[config.mk]
export PLATFORM = sky130hd
export DESIGN_NAME = wash_sequencer
export DESIGN_NICKNAME = d
export VERILOG_FILES = /design/src/rtl/wash_sequencer.sv
export SDC_FILE = /design/constraint.sdc
export NUM_CORES = 1
export LEC_CHECK = 0
export ABC_CLOCK_PERIOD_IN_PS = 1900
export BUFFER_PORTS_ARGS = -buffer_cell sky130_fd_sc_hd__buf_4
export CAP_MARGIN = 25
export CORE_ASPECT_RATIO = 0.5
export CORE_MARGIN = 8
export CORE_UTILIZATION = 41
export DETAILED_ROUTE_END_ITERATION = 8
export PLACE_DENSITY = 0.69
export SYNTH_ARGS = -nofsm -noshare
export SYNTH_HDL_FRONTEND = slang
export SYNTH_SLANG_ARGS = --single-unit
[constraint.sdc]
create_clock -name clk -period 1.9 [get_ports clk]
set_input_delay 0.095 -clock clk [delete_from_list [all_inputs] [get_ports clk]]
set_output_delay 0.095 -clock clk [all_outputs]
set_load 0.03 [all_outputs]
[src/rtl/wash_sequencer.sv]
// Washing-machine cycle controller: sequences rinse/drain passes, dehydrate, warn, done from timer strobes.
// Optional per-phase watchdog with FAULT state is enabled by defining WASH_SEQ_WATCHDOG_EN.
module wash_sequencer #(
    parameter int unsigned RINSE_CYCLES = 2,
    parameter int unsigned CLR_CYCLES   = 4,
    parameter logic [31:0] WDOG_CYCLES  = 32'd700_000_000
) (
    input  logic       clk,
    input  logic       rst,
    input  logic       start_n,
    input  logic       stop_n,
    input  logic       pause_sw,
    input  logic       rinse_tmr_n,
    input  logic       drain_tmr_n,
    input  logic       dehyd_tmr_n,
    input  logic       warn_tmr_n,
    output logic       timer_clr,
    output logic       timer_pause,
    output logic       water_valve,
    output logic       drain_valve,
    output logic       motor_on,
    output logic       buzzer,
    output logic [2:0] phase,
    output logic       done,
    output logic       fault
);

    localparam logic [2:0] S_IDLE  = 3'd0;
    localparam logic [2:0] S_RINSE = 3'd1;
    localparam logic [2:0] S_DRAIN = 3'd2;
    localparam logic [2:0] S_DEHYD = 3'd3;
    localparam logic [2:0] S_WARN  = 3'd4;
    localparam logic [2:0] S_DONE  = 3'd5;
`ifdef WASH_SEQ_WATCHDOG_EN
    localparam logic [2:0] S_FAULT = 3'd6;
`endif

    localparam logic [3:0] RINSE_LAST = 4'(RINSE_CYCLES - 1);
    // One extra count beyond the low pulse provides the post-clear strobe mask cycle.
    localparam logic [4:0] CLR_LOAD   = 5'(CLR_CYCLES + 1);
    localparam logic       CFG_BAD    = (RINSE_CYCLES < 1) || (RINSE_CYCLES > 15) ||
                                        (CLR_CYCLES < 1) || (CLR_CYCLES > 15) ||
                                        (WDOG_CYCLES == 32'd0);

    logic [2:0] state_q, state_d;
    logic [3:0] rinse_cnt_q, rinse_cnt_d;
    logic [4:0] clr_cnt_q, clr_cnt_d;
    logic [3:0] strobe_hist_q, strobe_hist_d;
    logic       start_s1_q, start_s1_d, start_s2_q, start_s2_d, start_s3_q, start_s3_d;
    logic       stop_s1_q, stop_s1_d, stop_s2_q, stop_s2_d;
    logic       pause_s1_q, pause_s1_d, pause_s2_q, pause_s2_d;
`ifdef WASH_SEQ_WATCHDOG_EN
    logic [31:0] wdog_q, wdog_d;
`endif

    logic [3:0] tmr_n;
    logic [3:0] strobe_fall;
    logic       owned_fall;
    logic       active;
    logic       run;
    logic       masked;
    logic       stop_req;
    logic       start_req;
    logic       entered;
    logic       clr_pulse;

    assign tmr_n = {warn_tmr_n, dehyd_tmr_n, drain_tmr_n, rinse_tmr_n};

    always_comb begin
        start_s1_d    = start_n;
        start_s2_d    = start_s1_q;
        start_s3_d    = start_s2_q;
        stop_s1_d     = stop_n;
        stop_s2_d     = stop_s1_q;
        pause_s1_d    = pause_sw;
        pause_s2_d    = pause_s1_q;
        strobe_hist_d = tmr_n;
    end

    always_comb begin
        active      = (state_q >= S_RINSE) && (state_q <= S_WARN);
        run         = active && pause_s2_q;
        masked      = (clr_cnt_q != 5'd0);
        stop_req    = ~stop_s2_q;
        start_req   = ~start_s2_q & start_s3_q;
        strobe_fall = ~tmr_n & strobe_hist_q;
        owned_fall  = 1'b0;
        case (state_q)
            S_RINSE: owned_fall = strobe_fall[0];
            S_DRAIN: owned_fall = strobe_fall[1];
            S_DEHYD: owned_fall = strobe_fall[2];
            S_WARN:  owned_fall = strobe_fall[3];
            default: owned_fall = 1'b0;
        endcase
    end

    // Priority: stop, then start, then watchdog expiry, then the owned timer strobe.
    always_comb begin
        state_d     = state_q;
        rinse_cnt_d = rinse_cnt_q;
        entered     = 1'b0;
        clr_pulse   = 1'b0;
        if (stop_req) begin
            if (state_q != S_IDLE) begin
                state_d   = S_IDLE;
                entered   = 1'b1;
                clr_pulse = 1'b1;
            end
        end else if (((state_q == S_IDLE) || (state_q == S_DONE)) && start_req) begin
            state_d     = S_RINSE;
            rinse_cnt_d = 4'd0;
            entered     = 1'b1;
            clr_pulse   = 1'b1;
`ifdef WASH_SEQ_WATCHDOG_EN
        end else if (run && ((wdog_q + 32'd1) == WDOG_CYCLES)) begin
            state_d = S_FAULT;
            entered = 1'b1;
`endif
        end else if (run && !masked && owned_fall) begin
            entered   = 1'b1;
            clr_pulse = 1'b1;
            case (state_q)
                S_RINSE: state_d = S_DRAIN;
                S_DRAIN: begin
                    if (rinse_cnt_q == RINSE_LAST) begin
                        state_d = S_DEHYD;
                    end else begin
                        state_d     = S_RINSE;
                        rinse_cnt_d = rinse_cnt_q + 4'd1;
                    end
                end
                S_DEHYD: state_d = S_WARN;
                default: state_d = S_DONE;
            endcase
        end
    end

    always_comb begin
        if (clr_pulse) begin
            clr_cnt_d = CLR_LOAD;
        end else if (clr_cnt_q != 5'd0) begin
            clr_cnt_d = clr_cnt_q - 5'd1;
        end else begin
            clr_cnt_d = 5'd0;
        end
    end

`ifdef WASH_SEQ_WATCHDOG_EN
    always_comb begin
        if (entered) begin
            wdog_d = 32'd0;
        end else if (run) begin
            wdog_d = wdog_q + 32'd1;
        end else begin
            wdog_d = wdog_q;
        end
    end
`endif

    always_ff @(posedge clk) begin
        if (!rst) begin
            state_q       <= S_IDLE;
            rinse_cnt_q   <= 4'd0;
            clr_cnt_q     <= 5'd0;
            strobe_hist_q <= 4'hF;
            start_s1_q    <= 1'b1;
            start_s2_q    <= 1'b1;
            start_s3_q    <= 1'b1;
            stop_s1_q     <= 1'b1;
            stop_s2_q     <= 1'b1;
            pause_s1_q    <= 1'b1;
            pause_s2_q    <= 1'b1;
`ifdef WASH_SEQ_WATCHDOG_EN
            wdog_q        <= 32'd0;
`endif
        end else begin
            state_q       <= state_d;
            rinse_cnt_q   <= rinse_cnt_d;
            clr_cnt_q     <= clr_cnt_d;
            strobe_hist_q <= strobe_hist_d;
            start_s1_q    <= start_s1_d;
            start_s2_q    <= start_s2_d;
            start_s3_q    <= start_s3_d;
            stop_s1_q     <= stop_s1_d;
            stop_s2_q     <= stop_s2_d;
            pause_s1_q    <= pause_s1_d;
            pause_s2_q    <= pause_s2_d;
`ifdef WASH_SEQ_WATCHDOG_EN
            wdog_q        <= wdog_d;
`endif
        end
    end

    assign timer_clr   = ~(clr_cnt_q > 5'd1);
    assign timer_pause = run;
    assign water_valve = run && (state_q == S_RINSE);
    assign drain_valve = run && ((state_q == S_DRAIN) || (state_q == S_DEHYD));
    assign motor_on    = run && ((state_q == S_RINSE) || (state_q == S_DEHYD));
    assign buzzer      = run && (state_q == S_WARN);
    assign done        = (state_q == S_DONE);
    assign phase       = state_q;

    // CFG_BAD flags an out-of-range parameter set; it is constant 0 for legal configurations.
`ifdef WASH_SEQ_WATCHDOG_EN
    assign fault = CFG_BAD || (state_q == S_FAULT);
`else
    assign fault = CFG_BAD;
`endif

endmodule

==> results of run 1 <==
## worst max-delay path: stages, from the launching register on
cell and delay (ns):
sky130_fd_sc_hd__dfxtp_2 0.33, sky130_fd_sc_hd__inv_2 0.08, sky130_fd_sc_hd__ha_4 0.13, sky130_fd_sc_hd__nor4b_4 0.22
sky130_fd_sc_hd__o2111ai_2 0.19, sky130_fd_sc_hd__a211oi_4 0.34, sky130_fd_sc_hd__a21oi_2 0.08, sky130_fd_sc_hd__or3b_1 0.34
## cells in the mapped netlist (all sizes together), types with 2 or more instances
master,count
dfxtp,23
nand2b,13
nor2,10
a21oi,7
nand2,6
nor3b,6
ha,5
nor2b,5
and2,4
buf,4
inv,4
o21a,4
nand3,3
o21ai,3
xnor2,3
a211o,2
a211oi,2
and3b,2
clkbuf,2
mux2i,2
nor4,2
nor4b,2
## routing by layer
metal,vias to the layer above,GRT usage [%]
met5,-,0
met4,0,3.17
met3,2,3.05
met2,20,16.6
met1,443,13.7
li1,495,-
## registers in the layout, indices dropped and copies added (netlist names), 3 cells and up
name,count
clr_cnt_q,5
phase,3
rinse_cnt_q,4
strobe_hist_q,4
## logic make-up (layout without fill, tap and decap cells)
kind of cell | Yosys count | after routing | synth area share (%)
and+or+nand+nor | 59 | 59 | 31.7
other | 1 | 1 | 0.315
muxes | 2 | 2 | 1.68
DFF | 23 | 23 | 38.7
buffers and inverters | 10 | 40 | 4.20
AOI/OAI and AO/OA | 24 | 24 | 15.2
adders and majority gates | 5 | 5 | 5.25
xor gates and xnor gates | 4 | 4 | 2.94
## worst paths after layout
| check | start | end | slack, ns |
|---|---|---|---|
| max | clr_cnt_q[0] | rinse_cnt_q[2] | 0.07 |
| min reg2reg | pause_s1_q | pause_s2_q | 0.42 |
| max reg2reg | clr_cnt_q[0] | rinse_cnt_q[2] | 0.07 |
| min | start_n | start_s1_q | 0.007 |
## metrics by stage
| step | hold slack, ns | std cells |
|---|---|---|
| floorplan | 0.196 | 128 |
| global placement | 0.279 | 188 |
| detailed placement | 0.282 | 188 |
| CTS | 0.00542 | 192 |
| global route | 0.00666 | 195 |
| finish | 0.00655 | 195 |
## final cells by class
class / instances / area [um2] / share of cell area [%]
multi-input cells: 95 / 714 / 46.7
flip-flops and latches: 23 / 468 / 30.6
repair buffers: 32 / 240 / 15.7
well taps: 37 / 46.3 / 3.03
clock buffers: 3 / 41.3 / 2.70
inverters: 4 / 15.0 / 0.981
clock inverters: 1 / 5.00 / 0.327
## power groups by stage
stage          registers [mW]  clock network, mW  logic (mW)
2_1_floorplan           0.613                  0       0.373
3_3_place_gp            0.619                  0       0.535
3_5_place_dp            0.623                  0       0.547
4_1_cts                 0.609              0.312       0.552
5_1_grt                 0.624              0.335       0.657
6_report                0.614              0.305       0.596
## what timing repair did
| item | 4_1_cts | 5_1_grt |
|---|---|---|
| hold endpoints to repair | 0 | 0 |
| resized for setup | 1 | 9 |
| pin swaps | 1 | 3 |
| setup endpoints to repair | 1 | 9 |
| setup buffers | 0 | 3 |
==> parameters.txt, run 1 <==
Parameter                              Value

Run status
  Result of the run ... finished, final reports clean

Timing
  Setup repair after global routing missed its margin ... true
  Worst setup skew after layout ... 0.00379 ns
  Post-Route Setup TNS ... 0 ns
  Hold Fails Final Rpt ... 0
  Period utilization ... slightly below 100%
  Highest clock rate ... 547 MHz
  Worst setup slack after layout ... between 0.07 and 0.08 ns
  Max-slew violation count ... 0
  Final setup violation count ... 0
  Final critical-path required period ... 1.83 ns

Floorplan
  Width of the chip ... 92.2 um
  IO Count ... 20
  Core ar. ... ~2700 um2
  Effective utilization at floorplan ... between 40% and 50%
  Die Area ... 4990 um2
  Die Y-Extent ... 54.1 um
  FP Rows ... 13

Yosys
  Synth area leader ... sky130_fd_sc_hd__dfxtp_1
  Post-synth EDFFs ... 0
  Count of different cell masters after synthesis ... 43
  Portion of the post-synthesis area used by sequential elements ... 38.7%
  Synth Instances ... 128
  Most frequently used flop master after synthesis ... sky130_fd_sc_hd__dfxtp_1
  Mean instance size in the synthesized netlist ... 9.31 um2
  Synth async-reset ratio ... 0%
  Post-synthesis cell area ... 1190 um2
  Synth Register Bits ... 23
  Nets in the synthesized netlist ... 142
  Area contributors post-synth ... sky130_fd_sc_hd__dfxtp_1 39%, sky130_fd_sc_hd__nand2b_1 6.8%, sky130_fd_sc_hd__ha_1 5.3%
  Synthesis warning total ... 0
  Fraction of post-synthesis cell area in the top cell type by area ... 38.7%

Drt
  WL met2 ... 1.22 mm
  Number of iterations in the first detailed-routing pass ... 4
  Routed length per placed instance ... 13.6 um
  Sum of met3 wire segment lengths after detailed routing ... 117 um
  Routed vias/inst ... between 4 and 5
  Routed wire length ... 2.65 mm
  Top layer used by detailed routing ... met4
  Post-route antenna net violation count ... 0
  Vias post-DR ... 960
  Detailed router's first-iteration violation count ... 80
  Number of remaining DRC errors ... 0
  Post-Route M1 WL ... 1.28 mm

Placed design
  Buffers on Ports ... 18
  Post-Place Cell Area ... around 1400 um2
  Routability congestion estimate from global placement ... 0.865
  Post-DP HPWL ... 1.94 mm
  Placement Setup Slack ... -0.00482 ns

Clock tree
  CTS clock-pin slew for the worst setup and hold paths ... 0.08 ns
  TritonCTS clock tree ... built
  Root buffer selected by CTS ... sky130_fd_sc_hd__clkbuf_8
  Deepest clock path buffer count ... 2
  Clock buffers created by TritonCTS ... 3
  Cts hold-fix bufs ... 0
  Htree depth ... 1
  Sinks on Clock Net ... 23
  Clock latency on the worst-skew pair ... ~0.26 ns

Worst setup path
  Reg2Reg Depth ... 7
  Critical path data required time ... 2.05 ns
  Kind of end point of the critical path ... flop
  Element type at the critical path start ... flop
  Crit path kind ... reg2reg
  Data arrival time of the critical path ... 1.98 ns
  Largest fanout on the critical path ... 4

Power and ir drop
  Internal Power ... 1000 uW
  Share of power burned in registers ... between 40% and 50%
  Switching power ... slightly above 500 uW
  Combinational share of power ... 39.3%
  Proportion of total power due to net switching ... 34.0%
  Clock network power share ... around 20%
  PwrDens ... just under 1000 nW/um2
  Pleak ... 0.646 nW
  IR Drop Worst-Case VDD ... 0.000962 V
  Overall power ... around 1.5 mW

Global routing
  Wire length of the first global-routing pass ... around 4.2 mm
  Initial antenna violation count ... 0
  Number of global-route vias before repair ... 925
  Final global-route overflow total ... 0
  Maximum number of pins on one net before global-route repair ... 21
  Global Route Usage Sum ... between 10% and 20%

Final layout
  Util after Layout ... 57.0%
  Commonest cells after routing, fill and taps aside ... 32 x sky130_fd_sc_hd__buf_4, 19 x sky130_fd_sc_hd__dfxtp_1, 13 x sky130_fd_sc_hd__nand2b_1
  Layout-stage area growth over the synthesis result ... 28.5%
  Diodes inserted ... 0
  Number of nets in the layout ... around 170
  Fill cells ... 238
  Share of final-layout standard cells stronger than drive strength 1 ... between 30% and 40%
  Most common library cell in the layout ignoring fill and taps ... sky130_fd_sc_hd__buf_4
  Post-layout instance area ... 1530 um2

Job
  Max cap viols ... 0

Min path
  WHS Path Cells ... 2
  Type of the worst min-delay path ... in2reg
Note: power is estimated with default switching activity, not from simulation.
==> inputs of run 2 (changes only) <==
- CORE_UTILIZATION: 41 -> 30
- PLACE_DENSITY: 0.69 -> 0.55
==> parameters.txt, run 2 (synthesis results as in run 1) <==
Parameter                              Value

Drt
  Routed wire length ... 2.62 mm
  Routed length per placed instance ... between 10 and 15 um
  Vias post-DR ... 940
  Number of remaining DRC errors ... 0
  Routed vias/inst ... 4.45
  Detailed router's first-iteration violation count ... 15
  Post-route antenna net violation count ... 0
  Number of iterations in the first detailed-routing pass ... 4

Worst setup path
  Largest fanout on the critical path ... 4
  RR Endpoint ... rinse_cnt_q[2]
  Reg2Reg Depth ... 7
  Critical path data required time ... just over 2 ns
  Worst-case register-to-register setup slack ... between 0.08 and 0.09 ns
  Startpoint of the most critical setup path ... clr_cnt_q[1]
  Data arrival time of the critical path ... roughly 2.0 ns
  Crit path kind ... reg2reg
  Element type at the critical path start ... flop
  Worst setup path endpoint ... rinse_cnt_q[2]
  Kind of end point of the critical path ... flop
  Worst reg2reg startpoint ... clr_cnt_q[1]

Timing
  Max-slew violation count ... 0
  Hold Fails Final Rpt ... 0
  Period utilization ... 95.6%
  Worst setup skew after layout ... around 0.0011 ns
  Final setup violation count ... 0
  Final critical-path required period ... 1.82 ns
  Worst setup slack after layout ... approximately 0.083 ns
  Highest clock rate ... 550 MHz
  Smallest hold slack ... 0.00730 ns
  Setup repair after global routing missed its margin ... true

Global routing
  Initial antenna violation count ... 0
  Final global-route overflow total ... 0
  Number of global-route vias before repair ... 928
  Wire length of the first global-routing pass ... 4.25 mm
  Global Route Usage Sum ... approximately 8.2%
  Maximum number of pins on one net before global-route repair ... 21

Clock tree
  Clock latency on the worst-skew pair ... about 0.26 ns
  CTS clock-pin slew for the worst setup and hold paths ... 0.09 ns
  Htree depth ... 1
  TritonCTS clock tree ... built
  Clock buffers created by TritonCTS ... 3
  Deepest clock path buffer count ... 2
  Root buffer selected by CTS ... sky130_fd_sc_hd__clkbuf_8
  Sinks on Clock Net ... 23

Placed design
  Buffers on Ports ... 18
  Post-Place Cell Area ... ~1400 um2
  Routability congestion estimate from global placement ... 0.748
  Placement Setup Slack ... -0.0257 ns
  Post-DP HPWL ... 1.94 mm
  Cell count after placement ... 204

Floorplan
  Die Y-Extent ... just over 60 um
  Effective utilization at floorplan ... 30.8%
  Core ar. ... roughly 3900 um2
  Die Area ... 6360 um2
  Width of the chip ... 105 um
  FP Rows ... 16
  IO Count ... 20

Min path
  Type of the worst min-delay path ... in2reg

Final layout
  Max reg flops ... 5
  Largest registers ranked by flip-flop count ... clr_cnt_q x5, rinse_cnt_q x4, strobe_hist_q x4
  Post-layout instance area ... 1550 um2
  Final instance count without filler cells ... between 200 and 250
  Util after Layout ... between 40 and 50%
  Number of nets in the layout ... about 170
  Layout-stage area growth over the synthesis result ... 29.8%
  Share of final-layout standard cells stronger than drive strength 1 ... 33.1%
  Commonest cells after routing, fill and taps aside ... 30 x sky130_fd_sc_hd__buf_4, 18 x sky130_fd_sc_hd__dfxtp_1, 13 x sky130_fd_sc_hd__nand2b_1
  Diodes inserted ... 0
  Most common library cell in the layout ignoring fill and taps ... sky130_fd_sc_hd__buf_4
  Register with the most flip-flops ... clr_cnt_q

Power and ir drop
  PwrDens ... 987 nW/um2
  IR Drop Worst-Case VDD ... 0.000627 V
  Pleak ... 0.636 nW

Run status
  Result of the run ... finished, final reports clean

Job
  Max cap viols ... 0
-- run 2: power by group --
group | total (mW) | switching (mW) | internal (mW) | leakage, nW
logic | 0.598 | 0.288 | 0.310 | 0.423
clock network | 0.314 | 0.166 | 0.148 | 0.0217
registers | 0.614 | 0.0664 | 0.548 | 0.191
-- run 2: per-layer routing --
layer / vias to the layer above / GRT usage [%] / routed length [um]
li1: 495 / - / -
met1: 430 / 10.1 / 1380
met2: 13 / 13.1 / 1110
met3: 2 / 3.28 / 106
met4: 0 / 2.41 / 19
met5: - / 0 / 0
-- run 2: cell type report --
class,count,area [um2]
timing repair buffer,31,235
clock buffer,3,41.3
tap,54,67.6
multi-input combinational,95,713
fill,405,2320
inverter,4,15.0
clock inverter,1,7.51
sequential,23,467
-- run 2: how the worst min path moves through the flow --
stage	from	endpoint	slack [ns]	cells past startpoint
after floorplan	pause_sw	pause_s1_q	0.20	1
after global placement	stop_n	stop_s1_q	0.28	2
after detailed placement	pause_sw	pause_s1_q	0.28	2
after CTS	pause_sw	pause_s1_q	0.0006	2
after global routing	start_n	start_s1_q	0.00009	2
final	start_n	start_s1_q	0.007	2
-- run 2: timing repair --
action,in CTS,in global routing
endpoints found under the hold margin,1,0
pin swaps,1,6
resized for setup,0,9
hold buffers,1,0
setup buffers,0,2
endpoints found under the setup margin,1,6
-- run 2: stage by stage --
stage	setup TNS, ns	total power, mW
after floorplan	0	0.986
after global placement	0	1.16
after detailed placement	-0.0257	1.17
after CTS	0	1.49
after global routing	-0.0208	1.64
final	0	1.53
-- run 2: worst max-delay path: stages, from the launching register on --
cell                        delay [ns]
sky130_fd_sc_hd__dfxtp_2          0.33
sky130_fd_sc_hd__inv_2            0.07
sky130_fd_sc_hd__ha_4             0.12
sky130_fd_sc_hd__nor4b_4          0.22
sky130_fd_sc_hd__o2111ai_2        0.19
sky130_fd_sc_hd__a211oi_4         0.31
sky130_fd_sc_hd__a21oi_1          0.09
sky130_fd_sc_hd__or3b_1           0.37
==> inputs of run 3 (changes only) <==
- CELL_PAD_IN_SITES_DETAIL_PLACEMENT: unset -> 1
- CELL_PAD_IN_SITES_GLOBAL_PLACEMENT: unset -> 1
- HOLD_SLACK_MARGIN: unset -> 0.1
- PLACE_DENSITY: 0.55 -> 0.66
==> parameters.txt, run 3 (synthesis results as in run 1) <==
Parameter                              Value

Floorplan
  Die Area ... 6360 um2
  IO Count ... 20
  Die Y-Extent ... 60.6 um
  Effective utilization at floorplan ... 30.8%
  Width of the chip ... between 100 and 150 um
  Core ar. ... 3860 um2
  FP Rows ... 16

Timing
  Worst setup skew after layout ... between 0.002 and 0.003 ns
  Worst relative slew slack ... 67.1%
  Slew @ Worst Pin ... 0.489 ns
  Final critical-path required period ... around 1.8 ns
  Smallest hold slack ... 0.107 ns
  Hold Fails Final Rpt ... 0
  Period utilization ... 94.6%
  Highest clock rate ... 556 MHz
  Final setup violation count ... 0
  Worst setup slack after layout ... 0.103 ns
  Max-slew violation count ... 0
  Post-Route Setup TNS ... 0 ns

Worst setup path
  Highest cell delay on the worst timing path ... ~0.34 ns
  Element type at the critical path start ... flop
  Cell-by-cell listing of the critical path ... inv_2 > ha_4 > nor4b_4 > o2111ai_2 > a211oi_4 > a21oi_1 > or3b_1
  Crit path kind ... reg2reg
  Data arrival time of the critical path ... a little under 2 ns
  Worst reg2reg startpoint ... clr_cnt_q[0]
  Largest fanout on the critical path ... 4
  Highest-delay cell along the critical path ... sky130_fd_sc_hd__or3b_1
  Critical path data required time ... 2.06 ns
  Startpoint of the most critical setup path ... clr_cnt_q[0]
  Kind of end point of the critical path ... flop

Power and ir drop
  Share of power burned in registers ... 39.3%
  Switching power ... 541 uW
  Clock network power share ... 20.5%
  IR Drop Worst-Case VDD ... 0.000364 V
  Combinational share of power ... 40.2%
  PwrDens ... 968 nW/um2
  Internal Power ... 1.03 mW
  Proportion of total power due to net switching ... ~34%
  Pleak ... 0.678 nW
  Overall power ... 1.58 mW

Clock tree
  CTS clock-pin slew for the worst setup and hold paths ... roughly 0.09 ns
  Root buffer selected by CTS ... sky130_fd_sc_hd__clkbuf_8
  TritonCTS clock tree ... built
  Deepest clock path buffer count ... 2
  Htree depth ... 1
  Clock latency on the worst-skew pair ... 0.27 ns
  Clock buffers created by TritonCTS ... 3
  Sinks on Clock Net ... 23

Drt
  Number of iterations in the first detailed-routing pass ... 4
  Routed vias/inst ... 4.59
  Number of remaining DRC errors ... 0
  Vias post-DR ... 1009
  Detailed router's first-iteration violation count ... 22
  Routed wire length ... 2.86 mm
  Post-route antenna net violation count ... 0
  Routed length per placed instance ... 13.0 um

Placed design
  Post-Place Cell Area ... 1450 um2
  Routability congestion estimate from global placement ... 0.759
  Buffers on Ports ... 18
  Cell count after placement ... approximately 210
  Post-DP HPWL ... 2.18 mm
  Placement Setup Slack ... -0.0193 ns

Global routing
  Met3 usage in global routing ... under 10%
  Global Route Usage Sum ... a little under a tenth
  Most used routing layer in global routing ... met2
  Wire length of the first global-routing pass ... 4.63 mm
  Number of global-route vias before repair ... 1007
  Final global-route overflow total ... 0
  Met1 capacity usage during global routing ... approximately 11%
  Maximum number of pins on one net before global-route repair ... 21
  Met2 global-route usage ... roughly 16%
  Initial antenna violation count ... 0

Final layout
  Most common library cell in the layout ignoring fill and taps ... sky130_fd_sc_hd__buf_4
  Diodes inserted ... 0
  Layout-stage area growth over the synthesis result ... 36.6%
  Number of nets in the layout ... about 180
  Commonest cells after routing, fill and taps aside ... 33 x sky130_fd_sc_hd__buf_4, 18 x sky130_fd_sc_hd__dfxtp_1, 13 x sky130_fd_sc_hd__nand2b_1
  Max reg flops ... 5
  Final instance count without filler cells ... 220
  Share of final-layout standard cells stronger than drive strength 1 ... 33.1%
  Fill cells ... 440
  Post-layout instance area ... 1630 um2
  Largest registers ranked by flip-flop count ... clr_cnt_q x5, rinse_cnt_q x4, strobe_hist_q x4
  Util after Layout ... 42.1%
  Register with the most flip-flops ... clr_cnt_q

Min path
  Startpoint of the most critical hold path ... rst
  Type of the worst min-delay path ... in2reg

Run status
  Result of the run ... finished, final reports clean

Job
  Max cap viols ... 0
-- run 3: cell type report --
class	count	area [um2]	area share, %
Multi-Input combinational cell	95	711	43.7
Sequential cell	23	467	28.7
Clock buffer	3	41.3	2.54
Clock inverter	1	7.51	0.462
Tap cell	54	67.6	4.15
Timing Repair Buffer	40	318	19.5
Inverter	4	15.0	0.923
-- run 3: timing repair --
item	in CTS	in global routing
hold buffers	7	0
pin swaps	2	3
hold endpoints to repair	7	0
gates resized for setup	0	10
cloned	0	0
setup endpoints to repair	2	7
buffers inserted	0	4
-- run 3: power groups by stage --
stage	sequential, mW	clock [mW]	combinational (mW)
finish	0.619	0.323	0.633
global route	0.627	0.348	0.704
CTS	0.612	0.340	0.561
detailed placement	0.624	0	0.544
global placement	0.621	0	0.538
floorplan	0.613	0	0.373
-- run 3: routing by layer --
layer  vias to the layer above  wire length, um
met5                         -                0
met4                         0               13
met3                         3              125
met2                        17             1340
met1                       473             1380
li1                        516                -
-- run 3: path summary, 6_finish.rpt --
check | to | slack, ns | depth (start not counted)
setup / recovery | rinse_cnt_q[2] | 0.10 | 7
setup reg to reg | rinse_cnt_q[2] | 0.10 | 7
hold / removal | strobe_hist_q[1] | 0.11 | 2
hold reg to reg | start_s2_q | 0.41 | 1
-- run 3: critical path: cells and delay by family, from the launching register on --
kind                       cells  cell delay [ns]
AOI/OAI and AO/OA              3             0.55
adders and majority gates      1             0.13
buffers and inverters          1             0.09
DFF                            1             0.33
and+or+nand+nor                2             0.57
